`src/rtl/dispfilt_pkg.sv`:
```
// Shared types for the disparity filtering pipeline: the pixel word carried
// between stages and the disparity code that marks an unknown depth.
package dispfilt_pkg;

  typedef struct packed {
    logic [7:0] disparity;
    logic [7:0] gray;
    logic       sof;
    logic       eol;
    logic       eof;
  } disp_pix_t;

  localparam logic [7:0] DISP_UNKNOWN = 8'd0;

endpackage

```
`src/rtl/disp_pixel_fifo.sv`:
```
// Synchronous first-word-fall-through FIFO of disp_pix_t.
// The head entry is visible on rd_data whenever empty is low. A write into a
// full FIFO is dropped unless a read frees a slot in the same cycle, and such
// a drop sets the sticky overflow flag until reset.
module disp_pixel_fifo
  import dispfilt_pkg::*;
#(
  parameter int DEPTH = 4,
  localparam int AW = (DEPTH > 1) ? $clog2(DEPTH) : 1,
  localparam int CW = AW + 1
) (
  input  logic          clk,
  input  logic          reset,
  input  logic          wr_en,
  input  disp_pix_t     wr_data,
  input  logic          rd_en,
  output disp_pix_t     rd_data,
  output logic          full,
  output logic          empty,
  output logic [CW-1:0] count,
  output logic          overflow
);

  disp_pix_t     mem_r [DEPTH];
  logic [AW-1:0] wr_ptr_r;
  logic [AW-1:0] rd_ptr_r;
  logic [CW-1:0] count_r;
  logic          overflow_r;
  logic          push_s;
  logic          pop_s;

  // Decide which of the requested push/pop actually happen this cycle.
  always_comb begin
    pop_s  = rd_en && (count_r != {CW{1'b0}});
    push_s = wr_en && ((count_r != CW'(DEPTH)) || pop_s);
  end

  // Storage, pointers, occupancy and the sticky drop flag.
  always_ff @(posedge clk) begin
    if (reset) begin
      for (int i = 0; i < DEPTH; i++) begin
        mem_r[i] <= '0;
      end
      wr_ptr_r   <= {AW{1'b0}};
      rd_ptr_r   <= {AW{1'b0}};
      count_r    <= {CW{1'b0}};
      overflow_r <= 1'b0;
    end else begin
      if (push_s) begin
        mem_r[wr_ptr_r] <= wr_data;
        wr_ptr_r        <= wr_ptr_r + AW'(1);
      end
      if (pop_s) begin
        rd_ptr_r <= rd_ptr_r + AW'(1);
      end
      case ({push_s, pop_s})
        2'b10:   count_r <= count_r + CW'(1);
        2'b01:   count_r <= count_r - CW'(1);
        default: count_r <= count_r;
      endcase
      if (wr_en && !push_s) begin
        overflow_r <= 1'b1;
      end
    end
  end

  assign rd_data  = mem_r[rd_ptr_r];
  assign full     = (count_r == CW'(DEPTH));
  assign empty    = (count_r == {CW{1'b0}});
  assign count    = count_r;
  assign overflow = overflow_r;

endmodule

```
`src/rtl/disparity_hole_fill.sv`:
```
// Confidence gating and short-hole filling for the filtered disparity stream.
// Low-confidence pixels take the last accepted disparity of the same line for
// up to MAX_FILL_RUN pixels, then fall back to DISP_UNKNOWN. Frame/line
// markers are rebuilt from pixel counters, and the result is buffered in a
// FWFT FIFO because the upstream filter cannot be stalled.
// Optional build macro HOLE_FILL_STATS_EN adds per-frame filled/rejected
// pixel counts on filled_count / rejected_count.
module disparity_hole_fill
  import dispfilt_pkg::*;
#(
  parameter int IMG_WIDTH      = 640,
  parameter int IMG_HEIGHT     = 480,
  parameter int CONF_THRESHOLD = 16,
  parameter int MAX_FILL_RUN   = 15,
  parameter int FIFO_DEPTH     = 4
) (
  input  logic        clk,
  input  logic        reset,
  input  logic [7:0]  disparity_in,
  input  logic [7:0]  confidence_in,
  input  logic [7:0]  gray_in,
  input  logic        in_valid,
  output logic [7:0]  out_disparity,
  output logic [7:0]  out_gray,
  output logic        out_sof,
  output logic        out_eol,
  output logic        out_eof,
  output logic        out_valid,
  input  logic        out_ready,
  output logic        overflow
`ifdef HOLE_FILL_STATS_EN
  ,
  output logic [19:0] filled_count,
  output logic [19:0] rejected_count
`endif
);

  localparam int XW = (IMG_WIDTH > 1) ? $clog2(IMG_WIDTH) : 1;
  localparam int YW = (IMG_HEIGHT > 1) ? $clog2(IMG_HEIGHT) : 1;
  localparam int RW = (MAX_FILL_RUN > 1) ? $clog2(MAX_FILL_RUN + 1) : 1;
  localparam int FCW = ((FIFO_DEPTH > 1) ? $clog2(FIFO_DEPTH) : 1) + 1;

  localparam logic [XW-1:0] X_LAST   = XW'(IMG_WIDTH - 1);
  localparam logic [YW-1:0] Y_LAST   = YW'(IMG_HEIGHT - 1);
  localparam logic [RW-1:0] RUN_MAX  = RW'(MAX_FILL_RUN);
  localparam logic [7:0]    CONF_THR = 8'(CONF_THRESHOLD);

  logic [XW-1:0] x_r;
  logic [YW-1:0] y_r;
  logic [7:0]    last_disp_r;
  logic          have_last_r;
  logic [RW-1:0] run_r;
  logic          s1_valid_r;
  disp_pix_t     s1_word_r;

  logic          have_eff_s;
  logic [RW-1:0] run_eff_s;
  logic          accept_s;
  logic          fill_s;
  logic [7:0]    disp_s;
  logic [RW-1:0] run_next_s;
  logic          sof_s;
  logic          eol_s;
  logic          eof_s;

  disp_pix_t      head_s;
  logic           fifo_full_s;
  logic           fifo_empty_s;
  logic [FCW-1:0] fifo_count_s;
  logic           unused_fifo_s;

  // Marker flags come from the position of the incoming pixel.
  always_comb begin
    sof_s = (x_r == {XW{1'b0}}) && (y_r == {YW{1'b0}});
    eol_s = (x_r == X_LAST);
    eof_s = eol_s && (y_r == Y_LAST);
  end

  // Accept/fill/zero decision; fill history is ignored at the start of a line.
  always_comb begin
    if (x_r == {XW{1'b0}}) begin
      have_eff_s = 1'b0;
      run_eff_s  = {RW{1'b0}};
    end else begin
      have_eff_s = have_last_r;
      run_eff_s  = run_r;
    end
    accept_s   = (confidence_in >= CONF_THR);
    fill_s     = 1'b0;
    disp_s     = DISP_UNKNOWN;
    run_next_s = run_eff_s;
    if (accept_s) begin
      disp_s     = disparity_in;
      run_next_s = {RW{1'b0}};
    end else if (have_eff_s && (run_eff_s < RUN_MAX)) begin
      disp_s     = last_disp_r;
      fill_s     = 1'b1;
      run_next_s = run_eff_s + RW'(1);
    end else begin
      disp_s = DISP_UNKNOWN;
      if (run_eff_s < RUN_MAX) begin
        run_next_s = run_eff_s + RW'(1);
      end else begin
        run_next_s = RUN_MAX;
      end
    end
  end

  // Stage 1: position counters, fill history and the registered pixel word.
  always_ff @(posedge clk) begin
    if (reset) begin
      x_r         <= {XW{1'b0}};
      y_r         <= {YW{1'b0}};
      last_disp_r <= 8'd0;
      have_last_r <= 1'b0;
      run_r       <= {RW{1'b0}};
      s1_valid_r  <= 1'b0;
      s1_word_r   <= '0;
    end else begin
      s1_valid_r <= in_valid;
      if (in_valid) begin
        s1_word_r.disparity <= disp_s;
        s1_word_r.gray      <= gray_in;
        s1_word_r.sof       <= sof_s;
        s1_word_r.eol       <= eol_s;
        s1_word_r.eof       <= eof_s;
        if (accept_s) begin
          last_disp_r <= disparity_in;
        end
        have_last_r <= accept_s | have_eff_s;
        run_r       <= run_next_s;
        if (eol_s) begin
          x_r <= {XW{1'b0}};
          y_r <= eof_s ? {YW{1'b0}} : (y_r + YW'(1));
        end else begin
          x_r <= x_r + XW'(1);
        end
      end
    end
  end

`ifdef HOLE_FILL_STATS_EN
  logic [19:0] fill_cnt_r;
  logic [19:0] rej_cnt_r;
  logic [19:0] fill_inc_s;
  logic [19:0] rej_inc_s;

  // Per-pixel contributions to the frame statistics.
  always_comb begin
    fill_inc_s = fill_s ? 20'd1 : 20'd0;
    rej_inc_s  = (!accept_s && !fill_s) ? 20'd1 : 20'd0;
  end

  // Accumulate per frame and publish the totals as the eof pixel is processed.
  always_ff @(posedge clk) begin
    if (reset) begin
      fill_cnt_r     <= 20'd0;
      rej_cnt_r      <= 20'd0;
      filled_count   <= 20'd0;
      rejected_count <= 20'd0;
    end else if (in_valid) begin
      if (eof_s) begin
        filled_count   <= fill_cnt_r + fill_inc_s;
        rejected_count <= rej_cnt_r + rej_inc_s;
        fill_cnt_r     <= 20'd0;
        rej_cnt_r      <= 20'd0;
      end else begin
        fill_cnt_r <= fill_cnt_r + fill_inc_s;
        rej_cnt_r  <= rej_cnt_r + rej_inc_s;
      end
    end
  end
`endif

  disp_pixel_fifo #(
    .DEPTH(FIFO_DEPTH)
  ) u_fifo (
    .clk      (clk),
    .reset    (reset),
    .wr_en    (s1_valid_r),
    .wr_data  (s1_word_r),
    .rd_en    (out_ready),
    .rd_data  (head_s),
    .full     (fifo_full_s),
    .empty    (fifo_empty_s),
    .count    (fifo_count_s),
    .overflow (overflow)
  );

  assign unused_fifo_s = ^{fifo_full_s, fifo_count_s};

  assign out_valid     = !fifo_empty_s;
  assign out_disparity = head_s.disparity;
  assign out_gray      = head_s.gray;
  assign out_sof       = head_s.sof;
  assign out_eol       = head_s.eol;
  assign out_eof       = head_s.eof;

endmodule

```
`config.mk`:
```
export PLATFORM = sky130hd
export DESIGN_NAME = disparity_hole_fill
export DESIGN_NICKNAME = d
export VERILOG_FILES = /design/src/rtl/dispfilt_pkg.sv /design/src/rtl/disp_pixel_fifo.sv /design/src/rtl/disparity_hole_fill.sv
export SDC_FILE = /design/constraint.sdc
export NUM_CORES = 1
export LEC_CHECK = 0
export CAP_MARGIN = 25
export CELL_PAD_IN_SITES_DETAIL_PLACEMENT = 0
export CELL_PAD_IN_SITES_GLOBAL_PLACEMENT = 1
export CORE_MARGIN = 10
export CORE_UTILIZATION = 32
export CTS_CLUSTER_SIZE = 10
export DETAILED_ROUTE_END_ITERATION = 10
export PLACE_DENSITY = 0.65
export SLEW_MARGIN = 20
export SYNTH_ARGS = -nofsm -noshare
export SYNTH_HDL_FRONTEND = slang
export SYNTH_SLANG_ARGS = --single-unit
```
`constraint.sdc`:
```
create_clock -name clk -period 3.25 [get_ports clk]
set_input_delay 0.65 -clock clk [delete_from_list [all_inputs] [get_ports clk]]
set_output_delay 0.65 -clock clk [all_outputs]
set_load 0.05 [all_outputs]
```
==> flow_summary.toml <==
[run_status]
status = "complete, no violations"

[placement]
dp_hpwl_um = 8307
place.gp.congestion = 0.7300
place_inst = 777
post-place-ws_ns = 0.1849
io_buffers = 44

[power]
switching_fraction_of_total_power = 0.2858
leakage_uw = 0.002813
ir_worst_vdd_uv = 318.7
internal_power_uw = 3532
relative_contribution_of_the_clock_network_to_total_power = 0.390
power.density_cell_area_mw_per_mm2 = 676.7
power_uw = 4945
net-switching-power_uw = 1413
combPwrFrac = 0.204
power.sequential.fraction = 0.406

[synth]
ys_ff_latch = 138
synth-compound-area-share = 0.07345
syn-mean-instance-area_um2 = 11.83
yosys_warnings = 0
synthDominantCellAreaShare = 0.3774
syn-cell-area_mm2 = 0.006047
synth-xor-area-share = 0.02028
post_synth_num_cell_types = 57
post_synthesis_cells = 511
netlist_top_cells_area = "edfxtp_1, dfxtp_1, mux4_2"
synth_top_family_by_area = "simple AND/OR/NAND/NOR gates"
synth-seq-area-share = 0.5827
synthMuxAreaShare = 0.08752
async_reset_ff_frac = 0
edff_count_synth = 76
synth-adder-area-share = 0.01573
yosys.area_share.simple = 0.1788
synth_ff_type = "edfxtp_1"
synth_top_area_cell = "edfxtp_1"
syn_nets = 546

[finish]
antenna-diode-count = 0
leading_cell_type_in_the_layout_fill_and_taps_excluded = "edfxtp_1"
nNetsFinal = 597
layout-drive-gt1-share = 0.1878
most_frequent_cells_in_the_layout = "edfxtp_1, nor2_1, dfxtp_1"
flow.area_growth_from_synthesis_pct = 20.84
post_layout_nonfiller_instances = 809

[clock_tree]
clockBufferDepth = 2
cts.sinks = 138
cts_buffer_count = 17
post_cts_setup_driven_buffer_insertion_count = 0
post_cts.resized_instances = 0
cts-htree-levels = 4
cts-root-buf = "clkbuf_16"
ctsHoldBuffers = 0
clock_latency_ns = 0.42
clock_tree_from_tritoncts = "yes"
cts_clk_pin_slew_worst_paths_ns = 0.05

[worst_setup_path]
reg2reg_to = "s1_word_r[18]$_SDFFE_PP0P_"
critical_path.startpoint = "out_ready"
crit_arrival_ns = 2.99
worst_path_largest_cell_delay_ns = 0.52
timing.reg2reg.worst_path_depth = 9
cp-start-kind = "input pin"
worst_path_max_delay_cell = "or4b_4"
crit_path_cell_trace = "clkdlybuf4s50_1 > or4b_4 > nand2_2 > ha_1 > inv_1 > fa_1 > xor2_1 > or3_1 > a21oi_1"
crit_path_max_fanout = 5
crit-reg2reg-launch = "x_r[0]$_SDFFE_PP0P_"
crit_buf_inv = 2
timing.setup.critical_path_class = "input pin to flop"
cpLargestDelayFamily = "simple AND/OR/NAND/NOR gates"
regToRegSetupSlack_ns = 0.69
cp-end-kind = "flop"
worst_ep_required_time_ns = 3.60

[timing]
final_critical_period_ns = 2.641
final_critical_path_setup_slack_ns = 0.6090
final.setup_skew_ns = 0.01523
period_share = 0.8126
worst_hold_slack_ns = 0.4542
report.final.hold_viol_count = 0
tns_ns = 0
slew_worst_pin_ns = 0.6128
grt_setup_unrepaired = "false"
maxClockFrequency_mhz = 378.6
maxSlewHeadroom = 0.5914
timing_max_transition_violations_final = 0
report.final.setup_viol = 0

[die]
coreArea_mm2 = 0.01864
die_height_um = 157.5
io_pins = 49
initial_utilization = 0.3244
die-area_mm2 = 0.02480
rows = 50
die_extent_in_x_um = 157.5

[routing]
drt_first_iter_violations = 215
drt-total-wl_um = 13250
routed_wire_length_per_instance_um = 16.38
routed-via-count = 3993
detailedRoute.firstPassIterationCount = 4
route.detailed.drc = 0
post_drt_via_cell_ratio = 4.936
route.antenna.remaining_nets = 0

[job]
maxCapViolCount = 0

[grt]
grt_pass1_wl_um = 21270
grt_antenna_before_repair = 0
grt_start_max_net_pins = 58
via_count_of_the_first_global_routing_pass = 4132
globalRouteTotalUtil = 0.1112
grt_overflow = 0

[min_path]
min_path_type = "flop to flop"
hold_path_startpoint = "last_disp_r[2]$_SDFFE_PP0P_"
timing.hold.worst_endpoint = "s1_word_r[13]$_SDFFE_PP0P_"
hold_path_depth = 1
-- layer usage --
layer  up-vias  routed length, um  track usage
met5         -                  0            0
met4         0                157      0.03250
met3        16                659      0.03821
met2        87               6698       0.1918
li1       1932                  -            -
met1      1958               5733       0.1274
-- through the flow --
| stage | cell area, um2 | utilization |
|---|---|---|
| 2_1_floorplan | 6047 | - |
| 4_1_cts | 7307 | 0.3919 |
| 5_1_grt | 7307 | 0.3919 |
| 3_3_place_gp | 6708 | 0.3598 |
| 6_report | 7307 | 0.3919 |
| 3_5_place_dp | 6708 | 0.3598 |
-- worst register-to-register path, cell delays in order, from the launching register on --
cell and delay, ns:
dfxtp_1 0.34, inv_1 0.09, ha_1 0.14, nor4b_1 0.43
nand3_1 0.16, and2_1 0.19, ha_1 0.23, and3_1 0.25
nor4b_4 0.49, o2bb2ai_1 0.17
-- worst max path at each step --
stage	to	cells after the start	slack (ns)
2_1_floorplan	u_fifo.mem_r[3][0]$_DFFE_PP_	3	0.56
3_3_place_gp	u_fifo.count[2]$_SDFFE_PP0P_	9	0.20
3_5_place_dp	u_fifo.count[2]$_SDFFE_PP0P_	9	0.18
4_1_cts	u_fifo.count[2]$_SDFFE_PP0P_	9	0.62
5_1_grt	s1_word_r[18]$_SDFFE_PP0P_	9	0.40
6_report	u_fifo.count[2]$_SDFFE_PP0P_	9	0.61
-- final cells by class --
class,count,area (um2)
sequential,138,3523
clock inverter,10,115.1
inverter,32,120.1
clock buffer,22,484.2
timing repair buffer,58,493.0
tap,234,292.8
fill,1774,11340
multi-input combinational,315,2278
-- cells in the mapped netlist (7+ instances only) --
| library cell | count |
|---|---|
| buf_2 | 8 |
| nand2_4 | 9 |
| xor2_1 | 9 |
| edfxtp_1 | 76 |
| nand4_1 | 7 |
| mux4_2 | 19 |
| inv_1 | 29 |
| nand2_1 | 45 |
| nor3_1 | 8 |
| nand3_1 | 10 |
| a22oi_1 | 8 |
| o2bb2ai_1 | 8 |
| mux2i_1 | 9 |
| dfxtp_1 | 62 |
| and2_1 | 20 |
| nor2_1 | 63 |
| clkbuf_1 | 16 |
| a21oi_1 | 23 |
-- sequential cells by signal, summed over array words and instances (netlist names), 2 cells and up, named ones only --
name / count
x_r: 10
y_r: 9
u_fifo.wr_ptr_r: 2
u_fifo.count: 3
last_disp_r: 8
run_r: 4
u_fifo.mem_r: 76
s1_word_r: 19
u_fifo.rd_ptr_r: 2
-- logic make-up after synthesis --
kind of cell    after synthesis
simple gates                198
flops                       138
compound gates               67
buf+inv                      58
mux                          29
xor+xnor                     14
fa+ha+maj                     7
-- power by group through the flow --
| stage | sequential (uW) | combinational (uW) | clock, uW |
|---|---|---|---|
| final | 2010 | 1010 | 1930 |
| after global routing | 2020 | 1090 | 2040 |
| after CTS | 2010 | 1030 | 1960 |
| after detailed placement | 2040 | 1030 | 0 |
| after global placement | 2030 | 1030 | 0 |
| after floorplan | 2020 | 744 | 0 |
(Power assumes the default switching activity.)
==> variant 1: new RTL, same settings <==
Build with the macro `HOLE_FILL_STATS_EN` defined.
--- a/src/rtl/disparity_hole_fill.sv
+++ b/src/rtl/disparity_hole_fill.sv
@@ -5,6 +5,8 @@
 // FWFT FIFO because the upstream filter cannot be stalled.
 // Optional build macro HOLE_FILL_STATS_EN adds per-frame filled/rejected
 // pixel counts on filled_count / rejected_count.
+`define HOLE_FILL_STATS_EN
+
 module disparity_hole_fill
   import dispfilt_pkg::*;
 #(
Formal check against the unedited RTL (old outputs only; new: filled_count and rejected_count): equivalent (equiv_simple and equiv_induct, registers matched by name and starting in step).
==> variant 1 against the unedited design <==
- routed wire length increased by 76%
- setup slack worse by 470 ps
- power grew 35%
- sequential power rose by 48%
- synthesized area rose by 56%
- critical path type unchanged
- cell area up 62%
- critical endpoint is now fill_cnt_r[18]
- sequential cell count is 80 higher
- register-to-register slack worse by 500 ps
- largest cell class unchanged
- clock skew increased by 4.1 ps
==> variant 1: results (changes against the unedited design) <==
.. list-table::
   :header-rows: 1

   * - Metric
     - Value
   * - FF-to-FF setup slack
     - 190 ps (-500 ps)
   * - NumNets Final
     - 1068 (+79%)
   * - Worst Path Arrival
     - 3560 ps (+570 ps)
   * - Sink of the worst hold path
     - s1_word_r[14]
   * - Worst setup slack after placement
     - -407 ps (-592 ps)
   * - Synthesized netlist net count
     - 940 (+72%)
   * - Port-buffer cells
     - 84 (+91%)
   * - Start point of the critical path
     - confidence_in[7]
   * - Leakage power
     - 0.00436 uW (+55%)
   * - Adder-cell share of the synthesized area
     - 1.54% (-0.030 points)
   * - Internal Pwr Total
     - 4870 uW (+38%)
   * - Power per Cell Area
     - 562 nW/um2 (-17%)
   * - Count of buffers added by post-CTS timing repair for setup
     - 4 (+4)
   * - Max VDD drop
     - 0.000332 V (+4.3%)
   * - Clock group power
     - 2610 uW (+35%)
   * - Largest net degree at the start of global routing
     - 49 (-16%)
   * - Fin Hold WS
     - 452 ps (-2.23 ps)
   * - Status
     - completed
   * - Most area-consuming cells after synthesis
     - dfxtp_1 30%, edfxtp_1 24%, mux4_2 4.5%
   * - Gate count of the mapped netlist
     - 901 (+76%)
   * - Worst stage delay on the critical path
     - 670 ps (+150 ps)
   * - Placement Cell Area
     - 10900 um2 (+63%)
   * - Total vias in the final route
     - 6836 (+71%)
   * - Depth of the worst register-to-register path
     - 16 (+7)
   * - Crit-path max FO
     - 4 (-1)
   * - Max transition margin
     - 46.0% (-13 points)
   * - CTS Buffer Depth
     - 3 (+1)
   * - Cell with the largest stage delay on the worst path
     - nor4_1
   * - Share of the yosys chip area belonging to registers
     - 54.5% (-3.8 points)
   * - Top post-synthesis cells by count
     - 142 x dfxtp_1, 100 x nor2_1, 89 x nand2_1, 76 x edfxtp_1, 53 x nand3_1
   * - Avg Vias per Cell
     - 4.79 (-2.9%)
   * - Number of distinct library cells after synthesis
     - 51 (-11%)
-- variant 1: layout make-up --
cell class / instances / area, um2 / area share, %
inverter: 39 / 146 / 1.23
clock inverter: 1 / 8.76 / 0.0738
clock buffer: 41 / 738 / 6.22
multi-input combinational: 596 / 4070 / 34.3
sequential: 218 / 5120 / 43.2
timing repair buffer: 148 / 1300 / 11.0
tap: 384 / 480 / 4.05
-- variant 1: kinds of logic after synthesis --
logic type               after synthesis
buffers and inverters                 87
XOR/XNOR                              63
flip-flops                           218
multiplexers                          32
adder cells (fa/ha/maj)               11
AND/OR/NAND/NOR                      364
AO/OA/AOI/OAI                        126
-- variant 1: metal layers --
| layer | share of wire (%) | global-route usage, % | vias up |
|---|---|---|---|
| met5 | 0 | 0 | - |
| met4 | 1.7 | 2.49 | 0 |
| met3 | 5.1 | 3.04 | 34 |
| met2 | 46 | 20.4 | 107 |
| met1 | 47 | 16.1 | 3238 |
| li1 | - | - | 3457 |
==> variant 2: new RTL, config.mk and constraints unchanged <==
Made on the original files. Register the output `overflow`; this adds one clock of latency there. The other outputs are not delayed to match.
--- a/src/rtl/disparity_hole_fill.sv
+++ b/src/rtl/disparity_hole_fill.sv
@@ -45,6 +45,8 @@
   localparam logic [RW-1:0] RUN_MAX  = RW'(MAX_FILL_RUN);
   localparam logic [7:0]    CONF_THR = 8'(CONF_THRESHOLD);
 
+  logic overflow_d;
+
   logic [XW-1:0] x_r;
   logic [YW-1:0] y_r;
   logic [7:0]    last_disp_r;
@@ -184,7 +186,7 @@
     .full     (fifo_full_s),
     .empty    (fifo_empty_s),
     .count    (fifo_count_s),
-    .overflow (overflow)
+    .overflow (overflow_d)
   );
 
   assign unused_fifo_s = ^{fifo_full_s, fifo_count_s};
@@ -196,5 +198,9 @@
   assign out_eol       = head_s.eol;
   assign out_eof       = head_s.eof;
 
+  always_ff @(posedge clk) begin
+    overflow <= overflow_d;
+  end
+
 endmodule
 
Formal check against the unedited RTL: not equivalent (Yosys sat finds a counterexample within 10 cycles, from zero or initial values and one cycle with reset high).
==> variant 2 against the unedited design <==
- fmax increased by 0.33%
- power decreased by 0.84%
- sequential cell count increased by 1
- largest cell class unchanged
- setup slack improved by 8.6 ps
- via count decreased by 1.3%
- cell area increased by 0.31%
- global-route usage decreased by 0.23 points
- sequential share of layout area increased by 0.12 points
- routed wire length decreased by 0.56%
- clock power decreased by 3%
- highest routed layer unchanged
- synthesized area increased by 0.33%
==> variant 2: results (changes against the unedited design) <==
.. list-table::
   :header-rows: 1

   * - Metric
     - Value
   * - Status
     - completed
   * - Final non-filler cell total
     - 812 (+0.37%)
   * - Number of global-route vias before repair
     - 4030 (-2.5%)
   * - Largest net degree at the start of global routing
     - 43 (-26%)
   * - Syn Area/Cell
     - 11.8 um2 (+0.14%)
   * - Share of cells above drive strength 1
     - 19.2% (+0.42 points)
   * - Crit-path max FO
     - 8 (+3)
   * - Worst Path Arrival
     - 2970 ps (-20 ps)
   * - Worst setup slack after placement
     - 258 ps (+73.4 ps)
   * - Fin Hold WS
     - 351 ps (-103 ps)
   * - Placed cell count
     - 780 (+0.39%)
   * - Worst Min Path Start
     - u_fifo.overflow
   * - Synthesized netlist net count
     - 547 (+0.18%)
   * - Area fraction in compound gates after synthesis
     - 7.32% (-0.024 points)
   * - Clock skew
     - 7.26 ps (-7.96 ps)
   * - Routed len/inst
     - 16.2 um (-0.93%)
   * - Routability Congestion
     - 0.780 (+6.8%)
   * - Leakage power
     - 0.00281 uW (about the same)
   * - NumNets Final
     - 600 (+0.50%)
   * - Terminus of the critical flop-to-flop path
     - s1_word_r[17]
   * - Adder-cell share of the synthesized area
     - 1.57% (-0.0052 points)
   * - Depth of the worst register-to-register path
     - 9 (unchanged)
   * - Antenna violations before repair
     - 0 (unchanged)
   * - Share of the yosys chip area belonging to registers
     - 58.4% (+0.14 points)
   * - Max VDD drop
     - 0.000312 V (-2.0%)
   * - Top post-synthesis cells by count
     - 76 x edfxtp_1, 63 x dfxtp_1, 63 x nor2_1, 45 x nand2_1, 29 x inv_1
   * - Sink of the worst hold path
     - overflow
   * - Max transition margin
     - 61.6% (+2.4 points)
   * - Placed wire-length estimate after detailed placement
     - 8330 um (+0.34%)
   * - XOR/XNOR Fraction of Synth Area
     - 2.02% (-0.0067 points)
   * - Multiplexer share of the synthesized area
     - 8.72% (-0.029 points)
   * - Overall Global Routing Usage
     - 10.9% (-0.23 points)
   * - First-iteration detailed-routing DRC count
     - 227 (+5.6%)
   * - Count of cells along the worst hold path
     - 0 (-1)
   * - Avg Vias per Cell
     - 4.85 (-1.7%)
   * - Global-route wire length before repair
     - 20900 um (-1.7%)
   * - Most area-consuming cells after synthesis
     - edfxtp_1 38%, dfxtp_1 21%, mux4_2 7.1%
   * - Leading registers by flop count
     - u_fifo.mem_r: 76 flops, s1_word_r: 19 flops, x_r: 10 flops
   * - Clk_lat worst skew
     - 410 ps
==> variant 2: cell families after synthesis <==
logic type                 count (synthesis)
and+or+nand+nor                          198
DFF                                      139
AOI/OAI and AO/OA                         67
buffers and inverters                     58
muxes                                     29
xor gates and xnor gates                  14
adders and majority gates                  7
==> variant 2: metal layers <==
| layer | global-route usage (%) | vias up | wire length [um] |
|---|---|---|---|
| met3 | 3.15 | 7 | 435 |
| met4 | 3.74 | 0 | 122 |
| met2 | 19.0 | 58 | 6830 |
| met1 | 12.5 | 1936 | 5790 |
| li1 | - | 1940 | - |
| met5 | 0 | - | 0 |
==> variant 2: per-stage QoR <==
stage	util, %	instance area [um2]
after floorplan	-	6070
final	39.2	7330
after global routing	39.2	7330
after global placement	36.1	6750
after CTS	39.2	7330
after detailed placement	36.1	6750
==> variant 2: how the worst max path moves through the flow <==
stage / from / endpoint / slack [ps]
after detailed placement: out_ready / u_fifo.count[2] / 260
after global placement: out_ready / u_fifo.count[2] / 280
after CTS: x_r[0] / s1_word_r[16] / 620
after global routing: x_r[0] / s1_word_r[11] / 460
final: x_r[0] / s1_word_r[17] / 620
after floorplan: out_ready / u_fifo.mem_r[3][0] / 560
==> variant 2: cell type report <==
type,count,area (um2)
Clock buffer,17,425
Clock inverter,15,150
Sequential cell,139,3540
Fill cell,1742,11400
Tap cell,234,293
Multi-Input combinational cell,315,2290
Timing Repair Buffer,60,508
Inverter,32,120
==> variant 2: power breakdown <==
group / internal, uW / switching [uW]
clock network: 1130 / 743
registers: 1950 / 63.9
logic: 383 / 635
==> variant 2: critical path: stages, from the launching register on <==
cell	delay (ps)
dfxtp_1	340
inv_1	90
ha_1	160
nor4b_1	480
nand3_1	160
and2_1	190
ha_1	220
and3_1	250
nor4b_4	510
o2bb2ai_1	170
